## src/rtl/predecode_queue_pkg.sv

```systemverilog
// Shared types, opcode constants and the predecode function used by the
// fetch-to-decode record queue.
package predecode_queue_pkg;

   typedef logic [31:0] addr_t;
   typedef logic [5:0]  opcode_t;
   typedef logic [5:0]  funct_t;
   typedef logic [4:0]  regid_t;

   typedef struct packed {
      opcode_t     opcode;
      regid_t      rA;
      regid_t      rB;
      regid_t      rC;
      logic [4:0]  shamt;
      funct_t      funct;
      logic [31:0] valC;
      addr_t       valP;
      addr_t       pc;
   } plr_d;

   typedef struct packed {
      logic        addr_ok;
      logic        data_ok;
      logic [31:0] data;
   } ibus_resp_t;

   localparam opcode_t OP_SPECIAL = 6'h00;
   localparam opcode_t OP_REGIMM  = 6'h01;
   localparam opcode_t OP_J       = 6'h02;
   localparam opcode_t OP_JAL     = 6'h03;
   localparam opcode_t OP_BEQ     = 6'h04;
   localparam opcode_t OP_BNE     = 6'h05;
   localparam opcode_t OP_BLEZ    = 6'h06;
   localparam opcode_t OP_BGTZ    = 6'h07;
   localparam opcode_t OP_ADDIU   = 6'h09;
   localparam opcode_t OP_SLTI    = 6'h0A;
   localparam opcode_t OP_SLTIU   = 6'h0B;
   localparam opcode_t OP_ANDI    = 6'h0C;
   localparam opcode_t OP_ORI     = 6'h0D;
   localparam opcode_t OP_XORI    = 6'h0E;
   localparam opcode_t OP_LUI     = 6'h0F;
   localparam opcode_t OP_LB      = 6'h20;
   localparam opcode_t OP_LH      = 6'h21;
   localparam opcode_t OP_LW      = 6'h23;
   localparam opcode_t OP_LBU     = 6'h24;
   localparam opcode_t OP_LHU     = 6'h25;
   localparam opcode_t OP_SB      = 6'h28;
   localparam opcode_t OP_SH      = 6'h29;
   localparam opcode_t OP_SW      = 6'h2B;

   function automatic plr_d predecode(input logic [31:0] word, input addr_t pc);
      plr_d        r;
      opcode_t     op;
      logic [15:0] imm;
      op       = word[31:26];
      imm      = word[15:0];
      r        = '0;
      r.opcode = op;
      r.pc     = pc;
      r.valP   = pc;
      case (op)
         OP_SPECIAL: begin
            r.rA    = word[25:21];
            r.rB    = word[20:16];
            r.rC    = word[15:11];
            r.shamt = word[10:6];
            r.funct = word[5:0];
         end
         OP_LUI: begin
            r.rB   = word[20:16];
            r.valC = {imm, 16'b0};
         end
         OP_ADDIU, OP_SLTI, OP_SLTIU, OP_LB, OP_LH, OP_LW, OP_LBU, OP_LHU,
         OP_SB, OP_SH, OP_SW: begin
            r.rA   = word[25:21];
            r.rB   = word[20:16];
            r.valC = {{16{imm[15]}}, imm};
         end
         OP_ANDI, OP_ORI, OP_XORI: begin
            r.rA   = word[25:21];
            r.rB   = word[20:16];
            r.valC = {16'b0, imm};
         end
         OP_BEQ, OP_BNE, OP_BLEZ, OP_BGTZ, OP_REGIMM: begin
            r.rA   = word[25:21];
            r.rB   = word[20:16];
            r.valC = {{14{imm[15]}}, imm, 2'b00};
         end
         OP_J, OP_JAL: begin
            r.valC = {pc[31:28], word[25:0], 2'b00};
         end
         default: ;
      endcase
      return r;
   endfunction

endpackage

```

## src/rtl/predecode_queue_pc.sv

```systemverilog
// Small FIFO holding the PCs of outstanding instruction-bus requests, in
// issue order, so each response can be paired with its address.
module pc_fifo
   import predecode_queue_pkg::*;
#(
   parameter  int DEPTH = 2,
   localparam int PW    = (DEPTH > 1) ? $clog2(DEPTH) : 1,
   localparam int LW    = $clog2(DEPTH + 1)
) (
   input  logic          clk,
   input  logic          reset,
   input  logic          push,
   input  logic          pop,
   input  addr_t         din,
   output addr_t         dout,
   output logic          empty,
   output logic          full,
   output logic [LW-1:0] level
);

   addr_t         mem [DEPTH];
   logic [PW-1:0] rd_ptr;
   logic [PW-1:0] wr_ptr;
   logic          do_pop;
   logic          do_push;

   function automatic logic [PW-1:0] bump(input logic [PW-1:0] p);
      return (p == PW'(DEPTH - 1)) ? '0 : p + 1'b1;
   endfunction

   assign empty   = (level == '0);
   assign full    = (level == LW'(DEPTH));
   assign dout    = mem[rd_ptr];
   assign do_pop  = pop & ~empty;
   // A push into a full FIFO is accepted only when a pop frees a slot.
   assign do_push = push & (~full | do_pop);

   always_ff @(posedge clk or posedge reset) begin
      if (reset) begin
         rd_ptr <= '0;
         wr_ptr <= '0;
         level  <= '0;
         for (int i = 0; i < DEPTH; i++) mem[i] <= '0;
      end else begin
         if (do_push) begin
            mem[wr_ptr] <= din;
            wr_ptr      <= bump(wr_ptr);
         end
         if (do_pop) rd_ptr <= bump(rd_ptr);
         level <= level + LW'(do_push) - LW'(do_pop);
      end
   end

endmodule

```

## src/rtl/predecode_queue.sv

```systemverilog
// Registered fetch-to-decode buffer: predecodes bus responses into records,
// queues them for decode and discards wrong-path responses after a flush.
module predecode_queue
   import predecode_queue_pkg::*;
#(
   parameter  int DEPTH   = 4,
   parameter  int MAX_OUT = 2,
   localparam int CW      = $clog2(DEPTH + 1)
) (
   input  logic          clk,
   input  logic          reset,
   input  logic          ireq_valid,
   input  addr_t         req_pc,
   input  ibus_resp_t    iresp,
   input  logic          flush,
   input  logic          out_ready,
   output logic          out_valid,
   output plr_d          out,
   output logic          fetch_stall,
   output logic [CW-1:0] count,
   output logic          overflow
);

   localparam int QW = (DEPTH > 1) ? $clog2(DEPTH) : 1;
   localparam int OW = $clog2(MAX_OUT + 1);

   plr_d          mem [DEPTH];
   logic [QW-1:0] head;
   logic [QW-1:0] tail;
   logic [OW-1:0] outstanding;
   logic [OW-1:0] drop_cnt;
   addr_t         resp_pc;
   logic          pc_empty;
   logic          pc_full;
   logic          fire;
   logic          resp;
   logic          live;
   logic          deq;
   logic [31:0]   occupancy;
   plr_d          rec;

   function automatic logic [QW-1:0] bump(input logic [QW-1:0] p);
      return (p == QW'(DEPTH - 1)) ? '0 : p + 1'b1;
   endfunction

   assign fire = ireq_valid & iresp.addr_ok;
   assign resp = iresp.data_ok & ~pc_empty;
   assign live = resp & ~flush & (drop_cnt == '0);
   assign deq  = out_valid & out_ready;
   assign rec  = predecode(iresp.data, resp_pc);

   pc_fifo #(.DEPTH(MAX_OUT)) u_pc_fifo (
      .clk   (clk),
      .reset (reset),
      .push  (fire),
      .pop   (resp),
      .din   (req_pc),
      .dout  (resp_pc),
      .empty (pc_empty),
      .full  (pc_full),
      .level (outstanding)
   );

   assign out_valid = (count != '0);
   assign out       = out_valid ? mem[head] : '0;
   // Responses still owed to the wrong path never need a slot, so they are
   // subtracted from the reservation.
   assign occupancy   = 32'(count) + 32'(outstanding) - 32'(drop_cnt);
   assign fetch_stall = (occupancy >= 32'(DEPTH)) | (outstanding == OW'(MAX_OUT));

   // A request firing during the flush is new-path, so only the old requests
   // left after this cycle's response are marked for discard.
   always_ff @(posedge clk or posedge reset) begin
      if (reset) begin
         drop_cnt <= '0;
      end else if (flush) begin
         drop_cnt <= outstanding - OW'(resp);
      end else if (resp && drop_cnt != '0) begin
         drop_cnt <= drop_cnt - 1'b1;
      end
   end

   always_ff @(posedge clk or posedge reset) begin
      if (reset) begin
         head     <= '0;
         tail     <= '0;
         count    <= '0;
         overflow <= 1'b0;
         for (int i = 0; i < DEPTH; i++) mem[i] <= '0;
      end else if (flush) begin
         head  <= '0;
         tail  <= '0;
         count <= '0;
      end else if (live && count == CW'(DEPTH) && !deq) begin
         overflow <= 1'b1;
      end else begin
         if (live) begin
            mem[tail] <= rec;
            tail      <= bump(tail);
         end
         if (deq) head <= bump(head);
         count <= count + CW'(live) - CW'(deq);
      end
   end

endmodule

```

## config.mk

```make
export PLATFORM = sky130hd
export DESIGN_NAME = predecode_queue
export DESIGN_NICKNAME = d
export VERILOG_FILES = /design/src/rtl/predecode_queue_pkg.sv /design/src/rtl/predecode_queue_pc.sv /design/src/rtl/predecode_queue.sv
export SDC_FILE = /design/constraint.sdc
export NUM_CORES = 1
export LEC_CHECK = 0
export ABC_AREA = 1
export CORE_ASPECT_RATIO = 0.5
export CORE_MARGIN = 2
export CORE_UTILIZATION = 50
export CTS_CLUSTER_SIZE = 8
export DETAILED_ROUTE_END_ITERATION = 10
export GPL_TIMING_DRIVEN = 0
export PLACE_DENSITY = 0.73
export SLEW_MARGIN = 10
export SYNTH_ARGS = -nofsm -noshare
export SYNTH_HDL_FRONTEND = slang
export SYNTH_SLANG_ARGS = --single-unit
```

## constraint.sdc

```tcl
create_clock -name clk -period 16.05 [get_ports clk]
set_input_delay 4.0125 -clock clk [delete_from_list [all_inputs] [get_ports clk]]
set_output_delay 4.0125 -clock clk [all_outputs]
set_load 0.05 [all_outputs]
```

# After elaboration in Yosys (flattened, before gate mapping)
# Index checks and enable logic that the tools add are counted.
# word_totals
out_inout_bits	134
word_cells	164
reg_bits	590
input_bits	71
# classes
add_sub_neg	12
order_cmp	7
n_eq_ne	27
bitwise_logic	17
n_reduce_logical	24
muxes	31
# ops
cell	count
bitwise mux 512 bit	1
2-to-1 mux 128 bit	4
binary-select mux 128 bit (select 2 bit)	1
demux 128 bit (select 2 bit)	1
case mux 32 bit (5 select lines)	1
2-to-1 mux 32 bit	4
bitwise mux 64 bit	1
equality test 6 bit (second input constant)	8
equality test 6 x 4 -> 1 bit (second input constant)	7
demux 32 bit (select 1 bit)	1
greater-or-equal comparator 32 x 3 -> 1 bit (second input constant)	1
equality test 6 x 3 -> 1 bit (second input constant)	4
OR reduction 21 bit	1
2-to-1 mux 2 bit	10
OR reduction 20 bit	1
2-to-1 mux 16 bit	1
equality test 6 x 2 -> 1 bit (second input constant)	2
OR reduction 11 bit	1
2-to-1 mux 5 bit	2
nonzero test 2 bit	4
bitwise AND 1 bit	7
equality test 2 bit (second input constant)	3
equality test 6 x 1 -> 1 bit (second input constant)	1
greater-or-equal comparator 3 bit (second input constant)	2
30 further kinds	49

# Logic depth before layout (Yosys ltp)
# Gate-level depths: netlist of run 1.
# depth
depth_word	9
depth_mapped	12
ltp_nobuf	11

# Cells and area by module
# A second synthesis of run 1 with hierarchy kept.
# unflattened
cells_unflattened	3025
area_unflattened_um2	22964.5
# by_module_without_submodules
module	area_per_inst_um2	cells_per_inst	seq_area_each_um2	n_inst
predecode_queue	19671.4	2607	9859.5	1
pc_fifo	3293.2	418	1701.6	1

# Worst setup path after synthesis of run 1
# OpenSTA, ideal clock, no wires.
# synth_timing
kind	register to output
start	register count[2]
end	output port out[52] in the netlist's numbering
t_arrival_ns	2.751
required_time_ns	12.037
path_slack_ns	9.287
stages_incl_launch_ff	7
cell_sequence	dfrtp_1 -> inv_1 -> nand2_1 -> inv_2 -> clkbuf_1 -> a21oi_1 -> buf_4
# synth_lines
item	line	text
start: declaration	predecode_queue.sv:20	output logic [CW-1:0] count,
start signal: assignment	predecode_queue.sv:102	count <= count + CW'(live) - CW'(deq);
end: declaration	predecode_queue.sv:18	output plr_d out,

==> reports/qor.csv, run 1 <==
stage;metric;value;unit
place;gp_congestion;0.986;
routing;wl_met2;32800;um
yosys;netlist_area;22300;um^2
routing;drt-met1-wl;30500;um
die;die_area;46500;um^2
worst_setup_path;rr_endpoint;count[2];
worst_setup_path;r2r-start;count[1];
grt;grt-ovfl-total;0;
timing;fin_crit;8310;ps
pwr;p_leak;0.0136;uW
routing;routedWlPerCell;19.0;um
routing;drtPass1Iterations;8;
routing;vias;20953;
worst_setup_path;worstPathRequired;12040;ps
cts;h-tree-depth;3;
timing;setup_viol;0;
routing;route.met3.wl;6200;um
die;core;43800;um^2
finish;drive_gt1_share;7.21;%
worst_setup_path;cp_num_cells;7;
flow_run;cap_violations;0;
routing;highest_layer;met4;
cts;cts_tree;yes;
finish;finalInstanceArea;27200;um^2
yosys;synth-seq-area-share;51.8;%
grt;grt.total_usage;31.6;%
finish;nets;3287;
cts;numCtsBuffers;67;
worst_setup_path;end_kind;primary output;
yosys;async_reset_ff_share;100;%
routing;ant_nets;0;
worst_setup_path;reg2reg_depth;11;
cts;ctsResizeCount;0;
timing;fin_setup_tns;0;ps
worst_setup_path;cp.arrival;4300;ps
routing;drt_iter0_markers;2064;
worst_setup_path;worstSetupStartpoint;head[0];
worst_setup_path;startpoint_type;flip-flop;
min_path;hold_path_class;flip-flop to flip-flop;
routing;drc;0;
finish;antenna_cells;0;
cts;cts_max_path_buffers;3;
yosys;synth_ff_type;dfrtp_1;
place;place_area;25400;um^2
place;pre_cts_slack;8440;ps
die;rows;54;
cts;cts_hold_buf;0;
die;die_w;303;um
grt;grt_pass1_vias;20348;
place;io_buffers;203;
timing;slew-limit-headroom;26.4;%
die;die_y;153;um
worst_setup_path;cp_common_cell;clkbuf_1;
worst_setup_path;crit_type;flip-flop to primary output;
timing;tightest_slew;1090;ps
timing;slew_violations;0;
timing;clock.fmax;0.120;GHz
yosys;synth_fp_nets;3002;
worst_setup_path;crit_chain;buf_2 -> clkbuf_1 -> clkbuf_1 -> o211ai_1 -> a21oi_1 -> buf_4 -> clkdlybuf4s50_1;
timing;fin_ws;7740;ps
timing;rsz0062_at_grt;no;
die;ios;205;
worst_setup_path;slowest_delay;790;ps
run_status;status;completed;
cts;cts_setup_buffers;0;
yosys;synth_edf_count;0;
routing;routed_wl;72000;um
cts;insertion_delay;590;ps
place;dp_hpwl;51200;um
worst_setup_path;rrSetupSlack;13580;ps
timing;finClkSkew;25.7;ps
cts;cts.sinks;462;
worst_setup_path;cp_slowest_cell;clkdlybuf4s50_1;
min_path;hold_path.startpoint;mem[102];
pwr;ir_drop;0.000147;V
routing;via_per_inst;5.53;
grt;grt_pass1_wl;114000;um
min_path;worstHoldEndpoint;mem[102];
min_path;min_path_cells;2;
cts;cts_root_buf;clkbuf_16;
yosys;yosys_register_bits;462;
finish;area_growth;21.7;%
cts;clk_pin_slew;50;ps
yosys;synth.avg_cell_area;7.67;um^2
yosys;netlist_instances;2912;
yosys;yosys_warnings;0;
grt;grt_max_degree;40;
timing;fin_crit_sh;51.8;%
worst_setup_path;crit_family;buffers and inverters;
pwr;powerDensity;207;nW/um^2
worst_setup_path;path_buf_inv;5;
yosys;ys_types;33;
worst_setup_path;critPathMaxFanout;10;
grt;antenna_found_initial;0;
die;start_util;50.9;%
timing;hold_violations;0;
[report_power, final]
| group | internal (uW) | switching (uW) |
|---|---|---|
| registers | 1550 | 188 |
| clock network | 771 | 512 |
| logic | 805 | 1790 |
[logic make-up (layout without fill, tap and decap cells)]
logic type	count (synthesis)	in the layout	synth area share [%]
AND/OR/NAND/NOR	1375	1375	24.0
AO/OA/AOI/OAI	623	623	14.5
flip-flops	462	462	51.8
buffers and inverters	427	718	8.32
adder cells (fa/ha/maj)	19	19	1.17
XOR/XNOR	6	6	0.235
[metrics by stage]
step | total power, uW | cells | hold slack (ps) | util [%]
2_1_floorplan | 3450 | 2912 | 437 | -
3_3_place_gp | 4260 | 3703 | 448 | 57.2
3_5_place_dp | 4310 | 3716 | 454 | 57.8
4_1_cts | 5600 | 3791 | 469 | 62.0
5_1_grt | 5920 | 3791 | 486 | 62.0
6_report | 5620 | 3791 | 468 | 62.0
[per-layer routing]
metal	vias to the layer above	global-route usage [%]
li1	9726	-
met1	10134	43.4
met2	908	48.7
met3	185	7.32
met4	0	11.9
met5	-	0
[sequential cells by signal, summed over array words and instances, names as in the netlist]
name	count
head	2
overflow	1
drop_cnt	2
u_pc_fifo.level	2
mem	384
count	3
tail	2
u_pc_fifo.rd_ptr	1
u_pc_fifo.mem	64
u_pc_fifo.wr_ptr	1
[Yosys cell counts, types with 18 or more instances]
cell type | number | share of area [%]
clkbuf_1 | 108 | 1.8
buf_2 | 48 | 1.1
nand2_1 | 1024 | 17
o211ai_1 | 26 | 0.87
nand2_2 | 18 | 0.50
a21oi_1 | 181 | 4.1
o21ai_0 | 375 | 8.4
dfrtp_1 | 462 | 52
a31oi_1 | 30 | 0.84
buf_4 | 50 | 1.7
nand3_1 | 63 | 1.4
nor2_1 | 250 | 4.2
inv_1 | 201 | 3.4
[final cells by class]
class                           instances  area (um^2)
Timing Repair Buffer                  216         2290
Tap cell                              588          736
Inverter                              210          792
Multi-Input combinational cell       2023         8910
Clock inverter                          4         57.6
Fill cell                            3867        16700
Sequential cell                       462        11600
Clock buffer                           71         1770
Buffer                                217         1070
[placed cells by master (no fill, tap or decap), types with 2 or more instances in the layout]
master,n
a21oi_1,181
a31oi_1,30
buf_1,10
buf_12,13
buf_2,48
buf_4,50
clkbuf_1,108
clkbuf_16,70
clkdlybuf4s50_1,203
clkinv_8,3
dfrtp_1,462
fa_1,3
ha_1,16
inv_1,200
inv_2,9
nand2_1,1024
nand2_2,18
nand3_1,63
nand4_1,3
nor2_1,250
nor2_2,4
o211ai_1,26
o21ai_0,375
o21ai_1,8
or2_2,7
xnor2_1,2
xor2_1,4
[worst min-delay path, delay by kind of cell (launching register included)]
kind             cells  cell delay (ps)
and+or+nand+nor      2              100
DFF                  1              330
[how the worst max path moves through the flow]
stage | slack, ps | endpoint
2_1_floorplan | 5780 | count[0]
3_3_place_gp | 2600 | u_pc_fifo.mem[47]
3_5_place_dp | 8440 | out[32]
4_1_cts | 7820 | out[32]
5_1_grt | 7700 | out[32]
6_report | 7740 | out[32]
No activity file was read; power rests on OpenSTA's default activity.
==> run 2: changes to the inputs <==
--- a/config.mk
+++ b/config.mk
@@ -12,7 +12,7 @@
 export CTS_CLUSTER_SIZE = 8
 export DETAILED_ROUTE_END_ITERATION = 10
 export GPL_TIMING_DRIVEN = 0
-export PLACE_DENSITY = 0.73
+export PLACE_DENSITY = 0.7
 export SLEW_MARGIN = 10
 export SYNTH_ARGS = -nofsm -noshare
 export SYNTH_HDL_FRONTEND = slang
==> constraint.sdc (replaced) <==
create_clock -name clk -period 8.4 [get_ports clk]
set_input_delay 2.1 -clock clk [delete_from_list [all_inputs] [get_ports clk]]
set_output_delay 2.1 -clock clk [all_outputs]
set_load 0.05 [all_outputs]
==> run 2 against run 1 <==
Effect of this change:
- clock power grew 91%
- final cell count is essentially flat
- largest cell class unchanged
- power grew 91%
- sequential share of layout area shrank 0.063 points
- largest power group unchanged
- clock skew is essentially flat
- highest routed layer unchanged
==> reports/qor.csv, run 2 (synthesis gave the netlist of run 1 again) <==
stage;metric;value;unit;change
cts;cts_setup_buffers;0;;unchanged
die;core;43800;um^2;unchanged
routing;drt_iter0_markers;2358;;was 2064
routing;drtPass1Iterations;6;;was 8
worst_setup_path;end_kind;primary output;;unchanged
timing;rsz0062_at_grt;no;;unchanged
place;io_buffers;203;;unchanged
grt;grt-ovfl-total;0;;unchanged
cts;numCtsBuffers;67;;unchanged
cts;clk_pin_slew;50;ps;about the same
grt;grt.total_usage;31.8;%;was 31.6%
cts;cts_tree;yes;;unchanged
cts;cts.sinks;462;;unchanged
worst_setup_path;slowest_delay;790;ps;about the same
grt;grt_pass1_wl;114000;um;about the same
finish;nets;3288;;was 3287
place;pre_cts_slack;2640;ps;was 8440 ps
timing;hold_violations;0;;unchanged
place;dp_hpwl;51100;um;was 51200 um
timing;tightest_slew;1200;ps;was 1090 ps
pwr;ir_drop;0.000285;V;was 0.000147 V
finish;largestRegisters;mem (384), u_pc_fifo.mem (64), count (3);;unchanged
pwr;p_leak;0.0136;uW;about the same
worst_setup_path;crit_type;flip-flop to primary output;;unchanged
timing;setup_viol;0;;unchanged
worst_setup_path;crit_chain;buf_2 -> clkbuf_1 -> clkbuf_1 -> o211ai_1 -> a21oi_1 -> buf_4 -> clkdlybuf4s50_1;;unchanged
cts;ctsResizeCount;0;;unchanged
flow_run;cap_violations;0;;unchanged
timing;clock.fmax;0.155;GHz;
routing;vias;20876;;was 20953
die;die_w;303;um;unchanged
finish;layout_common_cells;1024 x nand2_1, 462 x dfrtp_1, 375 x o21ai_0;;unchanged
worst_setup_path;cp.arrival;4350;ps;was 4300 ps
timing;fin_ws;1950;ps;was 7740 ps
die;rows;54;;unchanged
timing;finClkSkew;25.6;ps;was 25.7 ps
worst_setup_path;critPathMaxFanout;10;;unchanged
finish;area_growth;21.9;%;was 21.7%
grt;antenna_found_initial;3;;was 0
timing;slew-limit-headroom;18.8;%;was 26.4%
worst_setup_path;startpoint_type;flip-flop;;unchanged
worst_setup_path;cp_common_cell;clkbuf_1;;unchanged
cts;cts_root_buf;clkbuf_16;;unchanged
place;gp_congestion;0.962;;was 0.986
die;ios;205;;unchanged
cts;cts_max_path_buffers;3;;unchanged
die;start_util;50.9;%;unchanged
routing;ant_nets;0;;unchanged
timing;fin_crit_sh;76.8;%;
worst_setup_path;path_buf_inv;5;;unchanged
grt;grt_max_degree;38;;was 40
run_status;status;completed;;unchanged
finish;stdcell_count;3794;;was 3791
finish;fin_util;62.1;%;was 62.0%
finish;layout_commonest_cell;nand2_1;;unchanged
timing;slew_violations;0;;unchanged
worst_setup_path;crit_family;buffers and inverters;;unchanged
pwr;power;10700;uW;was 5620 uW
routing;drc;0;;unchanged
cts;h-tree-depth;3;;unchanged
finish;top_register;mem;;unchanged
place;place_inst;3717;;was 3716
pwr;powerDensity;394;nW/um^2;was 207 nW/um^2
cts;insertion_delay;590;ps;about the same
routing;routed_wl;72400;um;was 72000 um
timing;fin_crit;6450;ps;
grt;grt_pass1_vias;20393;;was 20348
routing;routedWlPerCell;19.1;um;was 19.0 um
finish;largest_register_ffs;384;;unchanged
worst_setup_path;worstPathRequired;6300;ps;was 12040 ps
die;die_y;153;um;unchanged
worst_setup_path;cp_slowest_cell;clkdlybuf4s50_1;;unchanged
cts;cts_hold_buf;0;;unchanged
routing;via_per_inst;5.50;;was 5.53
min_path;hold_path_class;flip-flop to flip-flop;;unchanged
die;die_area;46500;um^2;unchanged
finish;drive_gt1_share;7.24;%;was 7.21%
-- run 2: cell count changes in the layout (fill, tap and decap cells not counted), sizes merged --
cell / delta
buf: +1
diode: +2
-- run 2: routing by layer --
layer | track usage, % | share of wire [%] | vias to the layer above
li1 | - | - | 9730
met1 | 43.5 | 43 | 10082
met2 | 49.5 | 45 | 891
met3 | 6.60 | 8.1 | 173
met4 | 12.9 | 3.8 | 0
met5 | 0 | 0 | -
-- run 2: worst min-delay path, stage by stage (launching register included) --
cell and delay [ps]:
dfrtp_1 330, nand2_1 50, nand2_1 50
-- run 2: final timing paths --
kind / to / from / slack (ps) / cells past startpoint
worst min register to register: mem[103] / mem[103] / 460 / 2
max in group asynchronous: u_pc_fifo.mem[39] / reset / 5030 / 6
worst min-delay path: mem[103] / mem[103] / 460 / 2
min in group asynchronous: mem[72] / reset / 2020 / 2
worst max-delay path: out[34] / head[0] / 1950 / 7
worst max register to register: count[2] / count[1] / 5940 / 11
-- run 2: metrics by stage --
step,instance area (um^2),TNS (ps),hold WS (ps)
final,27200,0,463
after floorplan,22300,0,437
after global placement,25100,-1435640,448
after detailed placement,25400,0,453
after global routing,27200,0,482
after CTS,27200,0,466
-- run 2: final cells by class --
class                      instances  area [um^2]
tap                              588          736
timing repair buffer             217         2330
clock buffer                      71         1770
fill                            3931        16600
inverter                         210          792
clock inverter                     4         57.6
antenna                            2         5.00
sequential                       462        11600
multi-input combinational       2023         8910
buffer                           217         1070
-- run 2: power by group --
group	internal (uW)	leakage (uW)	switching [uW]
registers	2960	0.00589	358
clock network	1470	0.000895	976
logic	1540	0.00678	3410
==> run 3: changes to the inputs <==
==> constraint.sdc (replaced) <==
create_clock -name clk -period 6.25 [get_ports clk]
set_input_delay 1.5625 -clock clk [delete_from_list [all_inputs] [get_ports clk]]
set_output_delay 1.5625 -clock clk [all_outputs]
set_load 0.05 [all_outputs]
==> results of run 3 <==
Same layout as run 2 (identical final DEF). Status: completed.
Main changes from that run: setup slack after placement 2640 ps -> 1030 ps; setup slack after layout 1950 ps -> 335 ps; register-to-register setup slack 5940 ps -> 3790 ps; total power 10700 uW -> 14400 uW; worst IR drop on VDD 0.000285 V -> 0.000383 V
